==> config.mk <==
export PLATFORM = sky130hd
export DESIGN_NAME = fsk_mod
export DESIGN_NICKNAME = d
export VERILOG_FILES = /design/src/rtl/fsk_mod.sv
export SDC_FILE = /design/constraint.sdc
export NUM_CORES = 1
export LEC_CHECK = 0
export BUFFER_PORTS_ARGS = -buffer_cell sky130_fd_sc_hd__buf_2
export CORE_UTILIZATION = 45
export DETAILED_ROUTE_END_ITERATION = 16
export GPL_TIMING_DRIVEN = 0
export PLACE_DENSITY = 0.63
export RECOVER_POWER = 50
export SLEW_MARGIN = 20
export SYNTH_ARGS = -nofsm -noshare
export SYNTH_HDL_FRONTEND = slang
export SYNTH_SLANG_ARGS = --single-unit
==> constraint.sdc <==
create_clock -name clk_in -period 2.9 [get_ports clk_in]
set_input_delay 0.435 -clock clk_in [delete_from_list [all_inputs] [get_ports clk_in]]
set_output_delay 0.435 -clock clk_in [all_outputs]
set_load 0.02 [all_outputs]
==> src/rtl/fsk_mod.sv <==
// Binary FSK modulator: one bit per BIT_CYCLES clocks, square-wave carrier
// whose half-period is HALF1 for a 1 and HALF0 for a 0, phase-continuous
// across back-to-back symbols and parked at 0 when no data is queued.
//
// Ports:
//   clk_in     : system clock, rising edge
//   rst        : synchronous active-high reset
//   din_valid  : upstream bit on din is valid
//   din        : data bit
//   din_ready  : a bit is accepted this cycle when din_valid is also high
//   fsk_out    : registered modulated carrier
//   tx_active  : high while a symbol is being sent
//   bit_strobe : one-cycle pulse in the last cycle of each symbol
module fsk_mod #(
  parameter int HALF0      = 16384,
  parameter int HALF1      = 8192,
  parameter int BIT_CYCLES = 262144,
  parameter int CW         = 24
) (
  input  logic clk_in,
  input  logic rst,
  input  logic din_valid,
  input  logic din,
  output logic din_ready,
  output logic fsk_out,
  output logic tx_active,
  output logic bit_strobe
);

  typedef enum logic {
    IDLE,
    SEND
  } state_t;

  localparam logic [CW-1:0] H0_LAST  = CW'(HALF0 - 1);
  localparam logic [CW-1:0] H1_LAST  = CW'(HALF1 - 1);
  localparam logic [CW-1:0] SYM_LAST = CW'(BIT_CYCLES - 1);

  state_t        state;
  logic          cur_bit;
  logic [CW-1:0] car_cnt;
  logic [CW-1:0] bit_cnt;
  logic [CW-1:0] half_last;
  logic          car_wrap;
  logic          sym_last;

  assign half_last = cur_bit ? H1_LAST : H0_LAST;
  assign car_wrap  = (car_cnt == half_last);
  assign sym_last  = (state == SEND) && (bit_cnt == SYM_LAST);

  // Handshake/status outputs depend on registered state only.
  assign din_ready  = (state == IDLE) || sym_last;
  assign bit_strobe = sym_last;
  assign tx_active  = (state == SEND);

  always_ff @(posedge clk_in) begin
    if (rst) begin
      state   <= IDLE;
      cur_bit <= 1'b0;
      car_cnt <= '0;
      bit_cnt <= '0;
      fsk_out <= 1'b0;
    end else begin
      case (state)
        IDLE: begin
          car_cnt <= '0;
          bit_cnt <= '0;
          fsk_out <= 1'b0;
          if (din_valid) begin
            cur_bit <= din;
            state   <= SEND;
          end
        end
        SEND: begin
          if (car_wrap) begin
            car_cnt <= '0;
            fsk_out <= ~fsk_out;
          end else begin
            car_cnt <= car_cnt + 1'b1;
          end
          bit_cnt <= bit_cnt + 1'b1;
          if (sym_last) begin
            car_cnt <= '0;
            bit_cnt <= '0;
            if (din_valid) begin
              // Keep the carrier level (incl. any toggle) for continuity.
              cur_bit <= din;
            end else begin
              // Underrun: park the line low, overriding a due toggle.
              state   <= IDLE;
              fsk_out <= 1'b0;
            end
          end
        end
        default: state <= IDLE;
      endcase
    end
  end

endmodule

## After elaboration in Yosys (flattened, before gate mapping)

Cells that the tools add are included.

| storage, ports and cells | value |
|---|---|
| input bits | 4 |
| flip-flop bits (word level) | 51 |
| output and inout bits | 4 |

| cells by class | value |
|---|---|
| bitwise gates (word level) | 2 |
| equality and inequality tests | 3 |
| $add $sub $neg | 2 |
| multiplexer cells | 16 |
| reductions and logical operators | 2 |

Operators with widths:

| kind | number |
|---|---|
| $pmux W24 S2 | 2 |
| $mux W24 | 3 |
| $add A24 B1 Y24 const B | 2 |
| $eq A24 B14 Y1 | 1 |
| $eq A24 B18 Y1 const B | 1 |
| $mux W14 | 1 |
| $mux W1 | 7 |
| $pmux W1 S2 | 3 |
| $ne A2 B1 Y1 const B | 1 |
| $not A1 Y1 | 2 |
| $logic_and A1 B1 Y1 | 1 |
| $logic_or A1 B1 Y1 | 1 |

## Logic depth before layout (Yosys ltp)

Gate-level depths: netlist (run 1).

| logic depth | value |
|---|---|
| depth in word-level cells | 6 |
| gate-level depth with buffers | 7 |

## Worst setup path before layout (run 1)

Ideal clock, no wire load.

| timing | value |
|---|---|
| path kind | flip-flop to output port |
| from | register bit_cnt[0] |
| to | output din_ready |
| cell stages (with the launch flop) | 6 |
| data required time | 2,465 ps |
| data arrival time | 1,849 ps |
| path slack | 616 ps |
| path through | dfxtp_1 ha_1 nand4_1 or4_1 buf_2 o21ai_1 |

| on the way | value |
|---|---|
| word-level cells in the longest chain between the ends | 3 |

RTL lines:

| item | RTL line | RTL |
|---|---|---|
| from (decl) | 42 | `logic [CW-1:0] bit_cnt;` |
| from (signal assigned) | 81 | `bit_cnt <= bit_cnt + 1'b1;` |
| $eq A24 B18 Y1 | 49 | `assign sym_last = (state == SEND) && (bit_cnt == SYM_LAST);` |
| $logic_and A1 B1 Y1 | 49 |  |
| $logic_or A1 B1 Y1 | 52 | `assign din_ready = (state == IDLE) \|\| sym_last;` |
| to (decl) | 24 | `output logic din_ready,` |

Every way passes these cells.

## Worst setup path in the final report (run 1)

Same ends and word-level chain as after synthesis.

==> results.py, run 1 <==
metrics = {
    "floorplanning": {
        "rows": 26,
        "die_area_um2": 5650,
        "fp.dieW_um": 75.2,
        "core-area_um2": 5140,
        "ioPinCount": 8,
        "initial_core_util_pct": 46.9,
        "die_h_um": 75.2,
    },
    "timing": {
        "finalCritPeriodShare_pct": 94.1,
        "fmax_mhz": 366,
        "finClkSkew_ns": 0.00566,
        "fin_tns_setup_ns": 0,
        "rsz0062_at_grt": "no",
        "setup_viol": 0,
        "slew_viol_final": 0,
        "timing.final.ws_setup_ns": 0.171,
        "timing.final.hold_violations": 0,
        "min_period_ns": 2.73,
        "worst_slew_pin_slew_ns": 0.518,
        "slew_headroom_pct": 65.5,
    },
    "synth": {
        "synthCells": 278,
        "synth_area_um2": 2410,
        "synth.avg_cell_area_um2": 8.67,
        "yosysUniqueCellTypes": 33,
        "yosys_most_used_dff": "dfxtp_1",
        "synth-seq-area-share_pct": 42.4,
        "syn_nets": 284,
        "synth-edff-count": 0,
        "synth_seq_cells": 51,
        "yosysWarningCount": 0,
        "async_reset_ff_share_pct": 0,
    },
    "setup_path": {
        "worst-endpoint-arrival_ns": 2.29,
        "critPathMaxFanout": 9,
        "cp-start-kind": "register",
        "endpoint_kind": "output pin",
        "critPathRequiredTime_ns": 2.47,
        "worstSetupPathType": "register to output pin",
    },
    "global_route": {
        "grt_use_total_pct": 18.7,
        "grt_max_degree": 15,
        "first_global_vias": 1758,
        "antenna_found_initial": 0,
        "grt.overflow.total": 0,
        "grt_pass1_wl_um": 8090,
    },
    "finish": {
        "layout-drive-gt1-share_pct": 8.19,
        "diodes": 0,
        "final_common_cell": "dfxtp_1",
        "syn_to_final_growth_pct": 7.94,
        "layout.nets": 299,
        "mostFrequentLayoutCells": "51 x dfxtp_1, 23 x nor2_1, 20 x xnor2_1",
    },
    "placed_design": {
        "dp_hpwl_um": 3410,
        "port_buffers": 7,
        "finalWeightedCongestion": 0.780,
        "dp_slack_ns": 0.435,
    },
    "clocking": {
        "clockBufferDepth": 2,
        "insertion_delay_ns": 0.29,
        "cts.sinks": 51,
        "clk_pin_slew_ns": 0.09,
        "htreeDepth": 2,
        "cts_tree": "done",
        "cts-root-buf": "clkbuf_8",
        "hold_buffers": 0,
        "numCtsBuffers": 5,
        "cts_resized": 0,
    },
    "drt": {
        "wl_um": 4780,
        "drt_iter0_markers": 116,
        "drc": 0,
        "vias": 1997,
        "viasPerCell": 5.50,
        "drt_first_pass_iters": 4,
        "antenna_left": 0,
        "wl_per_cell_um": 13.2,
    },
    "power_and_ir_drop": {
        "ir_worst_vdd_mv": 0.215,
        "cellLeakagePower_uw": 0.000720,
        "power_density_nw_per_um2": 442,
    },
    "flow_run": {
        "maxCapViolCount": 0,
    },
    "run_status": {
        "status": "completed",
    },
    "min_path": {
        "hold_class": "input port to register",
    },
}
-- per-layer routing --
layer / vias up / routed length, µm / global-route usage, %
met2: 38 / 2080 / 28.6
li1: 1043 / - / -
met5: - / 0 / 0
met3: 5 / 221 / 4.02
met4: 0 / 38 / 4.12
met1: 911 / 2450 / 26.9
-- area by class of cell --
class	instances	area, µm²
Inverter	12	45.0
Multi-Input combinational cell	204	1270
Clock buffer	6	82.6
Clock inverter	1	5.00
Buffer	11	51.3
Fill cell	511	2540
Timing Repair Buffer	8	40.0
Tap cell	70	87.6
Sequential cell	51	1020
-- worst paths after layout --
path,startpoint,end,slack [ns],cells past startpoint
hold / removal,rst,tx_active,0.34,2
setup / recovery,bit_cnt[0],din_ready,0.17,6
setup reg to reg,bit_cnt[0],bit_cnt[5],0.31,7
hold reg to reg,bit_cnt[0],bit_cnt[0],0.48,1
-- per-stage QoR --
stage | instance area [µm²] | util [%] | cells | hold slack (ns) | power, µW
2_1_floorplan | 2410 | - | 278 | 0.430 | 749
3_3_place_gp | 2530 | 49.3 | 355 | 0.445 | 761
3_5_place_dp | 2530 | 49.3 | 355 | 0.461 | 762
4_1_cts | 2620 | 51.0 | 362 | 0.329 | 1160
5_1_grt | 2600 | 50.6 | 363 | 0.331 | 1190
6_report | 2600 | 50.6 | 363 | 0.338 | 1150
-- synthesized netlist by cell type, types with 6 or more instances --
| master | number | area [µm²] |
|---|---|---|
| o21ai_0 | 16 | 80.1 |
| dfxtp_1 | 51 | 1020 |
| xor2_1 | 6 | 52.6 |
| or3_1 | 17 | 106 |
| nor3_1 | 17 | 85.1 |
| nand3_1 | 14 | 70.1 |
| nand2_1 | 13 | 48.8 |
| inv_1 | 12 | 45.0 |
| a21oi_1 | 12 | 60.1 |
| or4_1 | 13 | 97.6 |
| nand4_1 | 13 | 81.3 |
| xnor2_1 | 20 | 175 |
| a211oi_1 | 8 | 60.1 |
| nor4_1 | 8 | 50.1 |
| nor2_1 | 23 | 86.3 |
-- power by group --
part,internal [µW],switching [µW],total (µW),leakage [µW]
Clock,188,222,410,0.0000470
Combinational,10.9,23.3,34.2,0.000262
Sequential,704,3.56,707,0.000411
-- state kept, by name (all words and copies together) (netlist names) --
name,cells
car_cnt,24
fsk_out,1
tx_active,1
cur_bit,1
bit_cnt,24
-- critical path, cell delays in order, from the launching register on --
cell and delay (ns):
dfxtp_1 0.38, ha_1 0.21, nand4_1 0.20, or4_1 0.56
buf_2 0.20, o21ai_1 0.24, buf_2 0.21
-- cell families after synthesis --
group,count (synthesis),synth area share (%)
XOR/XNOR,26,9.45
flip-flops,51,42.4
AO/OA/AOI/OAI,46,12.1
adder cells (fa/ha/maj),2,1.04
AND/OR/NAND/NOR,130,30.1
buffers and inverters,23,4.98
-- timing repair --
item                                    CTS  global route
endpoints found under the hold margin     0             0
endpoints found under the setup margin    0             1
setup buffers                             0             1
Note: power is estimated with default switching activity, not from simulation.
==> run 2, diff against run 1 <==
Settings changed: RECOVER_POWER 50 to 25.
==> run 2 against run 1 <==
  * Total power rose by 0.35%
  * First-iteration DRC count rose by 1.7%
  * Hold slack got worse by 0.0029 ns
  * Clock power barely moved
  * Non-clock buffer count did not move
  * Die area did not move
  * Design area rose by 0.58%
  * Clock skew barely moved
  * Flip-flop and latch count did not move
  * Global-route usage did not move
  * Final cell count did not move
  * Critical path type unchanged
  * Critical endpoint unchanged
  * Largest power group unchanged
==> results.py, run 2 (synthesized netlist as in run 1, its figures left out) <==
metrics = {
    "setup_path": {
        "worst-endpoint-arrival_ns": 2.30,
        "crit_path_max_incr_delay_ns": 0.56,
        "cp_cell_sequence": "ha_1 > nand4_1 > or4_1 > buf_2 > o21ai_1 > buf_2",
        "cp_num_buf_inv": 2,
        "worstSetupPathType": "register to output pin",
        "critPathMostFrequentCell": "buf_2",
        "startpoint": "bit_cnt[0]",
        "cp_slowest_cell": "or4_1",
        "cp-start-kind": "register",
        "critPathMaxFanout": 9,
        "critPathRequiredTime_ns": 2.47,
        "worst_path_dominant_cell_family": "simple AND/OR/NAND/NOR gates",
        "r2r_start": "bit_cnt[0]",
        "endpoint_kind": "output pin",
    },
    "drt": {
        "viasPerCell": 5.49,
        "antenna_left": 0,
        "drt_iter0_markers": 118,
        "wl_per_cell_um": 13.2,
        "vias": 1992,
        "wl_um": 4810,
        "drt_first_pass_iters": 4,
        "drc": 0,
    },
    "timing": {
        "worst_slew_pin_slew_ns": 0.520,
        "timing.final.ws_setup_ns": 0.170,
        "fin_tns_setup_ns": 0,
        "fmax_mhz": 366,
        "setup_viol": 0,
        "rsz0062_at_grt": "no",
        "slew_viol_final": 0,
        "slew_headroom_pct": 65.3,
        "finClkSkew_ns": 0.00599,
        "min_period_ns": 2.73,
        "finalCritPeriodShare_pct": 94.1,
        "timing.final.hold_violations": 0,
    },
    "clocking": {
        "htreeDepth": 2,
        "cts_tree": "done",
        "clockBufferDepth": 2,
        "cts_resized": 0,
        "hold_buffers": 0,
        "cts-root-buf": "clkbuf_8",
        "cts.sinks": 51,
        "clk_pin_slew_ns": 0.09,
        "postCtsSetupBuffers": 0,
        "insertion_delay_ns": 0.30,
        "numCtsBuffers": 5,
    },
    "finish": {
        "syn_to_final_growth_pct": 8.57,
        "diodes": 0,
        "reg.largest.list": "bit_cnt: 24 flops, car_cnt: 24 flops",
        "layout-drive-gt1-share_pct": 8.87,
        "fin_util_pct": 50.9,
        "layout.nets": 299,
        "mostFrequentLayoutCells": "51 x dfxtp_1, 23 x nor2_1, 20 x xnor2_1",
        "final_common_cell": "dfxtp_1",
        "num-fill-cells": 511,
    },
    "global_route": {
        "antenna_found_initial": 0,
        "first_global_vias": 1758,
        "grt_max_degree": 15,
        "grt_use_total_pct": 18.7,
        "grt_pass1_wl_um": 8090,
        "grt.overflow.total": 0,
    },
    "power_and_ir_drop": {
        "cellLeakagePower_uw": 0.000730,
        "power_density_nw_per_um2": 441,
        "ir_worst_vdd_mv": 0.216,
    },
    "placed_design": {
        "dp_hpwl_um": 3410,
        "dp_slack_ns": 0.435,
        "port_buffers": 7,
        "finalWeightedCongestion": 0.780,
    },
    "run_status": {
        "status": "completed",
    },
    "floorplanning": {
        "core-area_um2": 5140,
        "rows": 26,
        "die_h_um": 75.2,
        "die_area_um2": 5650,
        "initial_core_util_pct": 46.9,
        "fp.dieW_um": 75.2,
        "ioPinCount": 8,
    },
    "min_path": {
        "min_from": "rst",
        "hold_class": "input port to register",
    },
    "flow_run": {
        "maxCapViolCount": 0,
    },
}
## run 2: cell count changes in the layout (fill, tap and decap cells not counted), sizes merged
cell,previous run,this run
buf,9,11
clkbuf,16,14
## run 2: final timing paths
kind                end  slack (ns)  depth (start not counted)
max reg2reg  bit_cnt[9]        0.31                          7
min reg2reg  bit_cnt[0]        0.47                          1
min           tx_active        0.34                          2
max           din_ready        0.17                          6
## run 2: routing by layer
layer,share of wire (%),global-route usage [%]
met1,51,26.9
met2,44,28.6
met3,4.5,4.02
met4,0.79,4.12
met5,0,0
## run 2: per-stage QoR
step | cell area (µm²) | hold slack (ns) | power (µW) | instances
2_1_floorplan | 2410 | 0.430 | 749 | 278
3_3_place_gp | 2530 | 0.445 | 761 | 355
3_5_place_dp | 2530 | 0.461 | 762 | 355
4_1_cts | 2620 | 0.329 | 1160 | 362
5_1_grt | 2620 | 0.331 | 1190 | 363
6_report | 2620 | 0.335 | 1150 | 363
## run 2: final cells by class
cell class	instances	area [µm²]	area share (%)
Inverter	12	45.0	1.72
Buffer	11	66.3	2.53
Clock inverter	1	5.00	0.191
Sequential cell	51	1020	39.0
Tap cell	70	87.6	3.35
Multi-Input combinational cell	204	1270	48.5
Clock buffer	6	82.6	3.16
Timing Repair Buffer	8	40.0	1.53
## run 2: worst reg2reg max path, cell delays in order (launching register included)
cell and delay [ns]:
dfxtp_1 0.38, ha_1 0.21, nand4_1 0.20, or4_1 0.56, buf_2 0.20, o21ai_4 0.36, clkbuf_1 0.46, nor2_1 0.10
## run 2: report_power, final
part,switching [µW],leakage [µW],internal (µW)
Combinational,23.7,0.000272,13.0
Sequential,3.51,0.000411,704
Clock,223,0.0000470,188
Total,251,0.000730,904
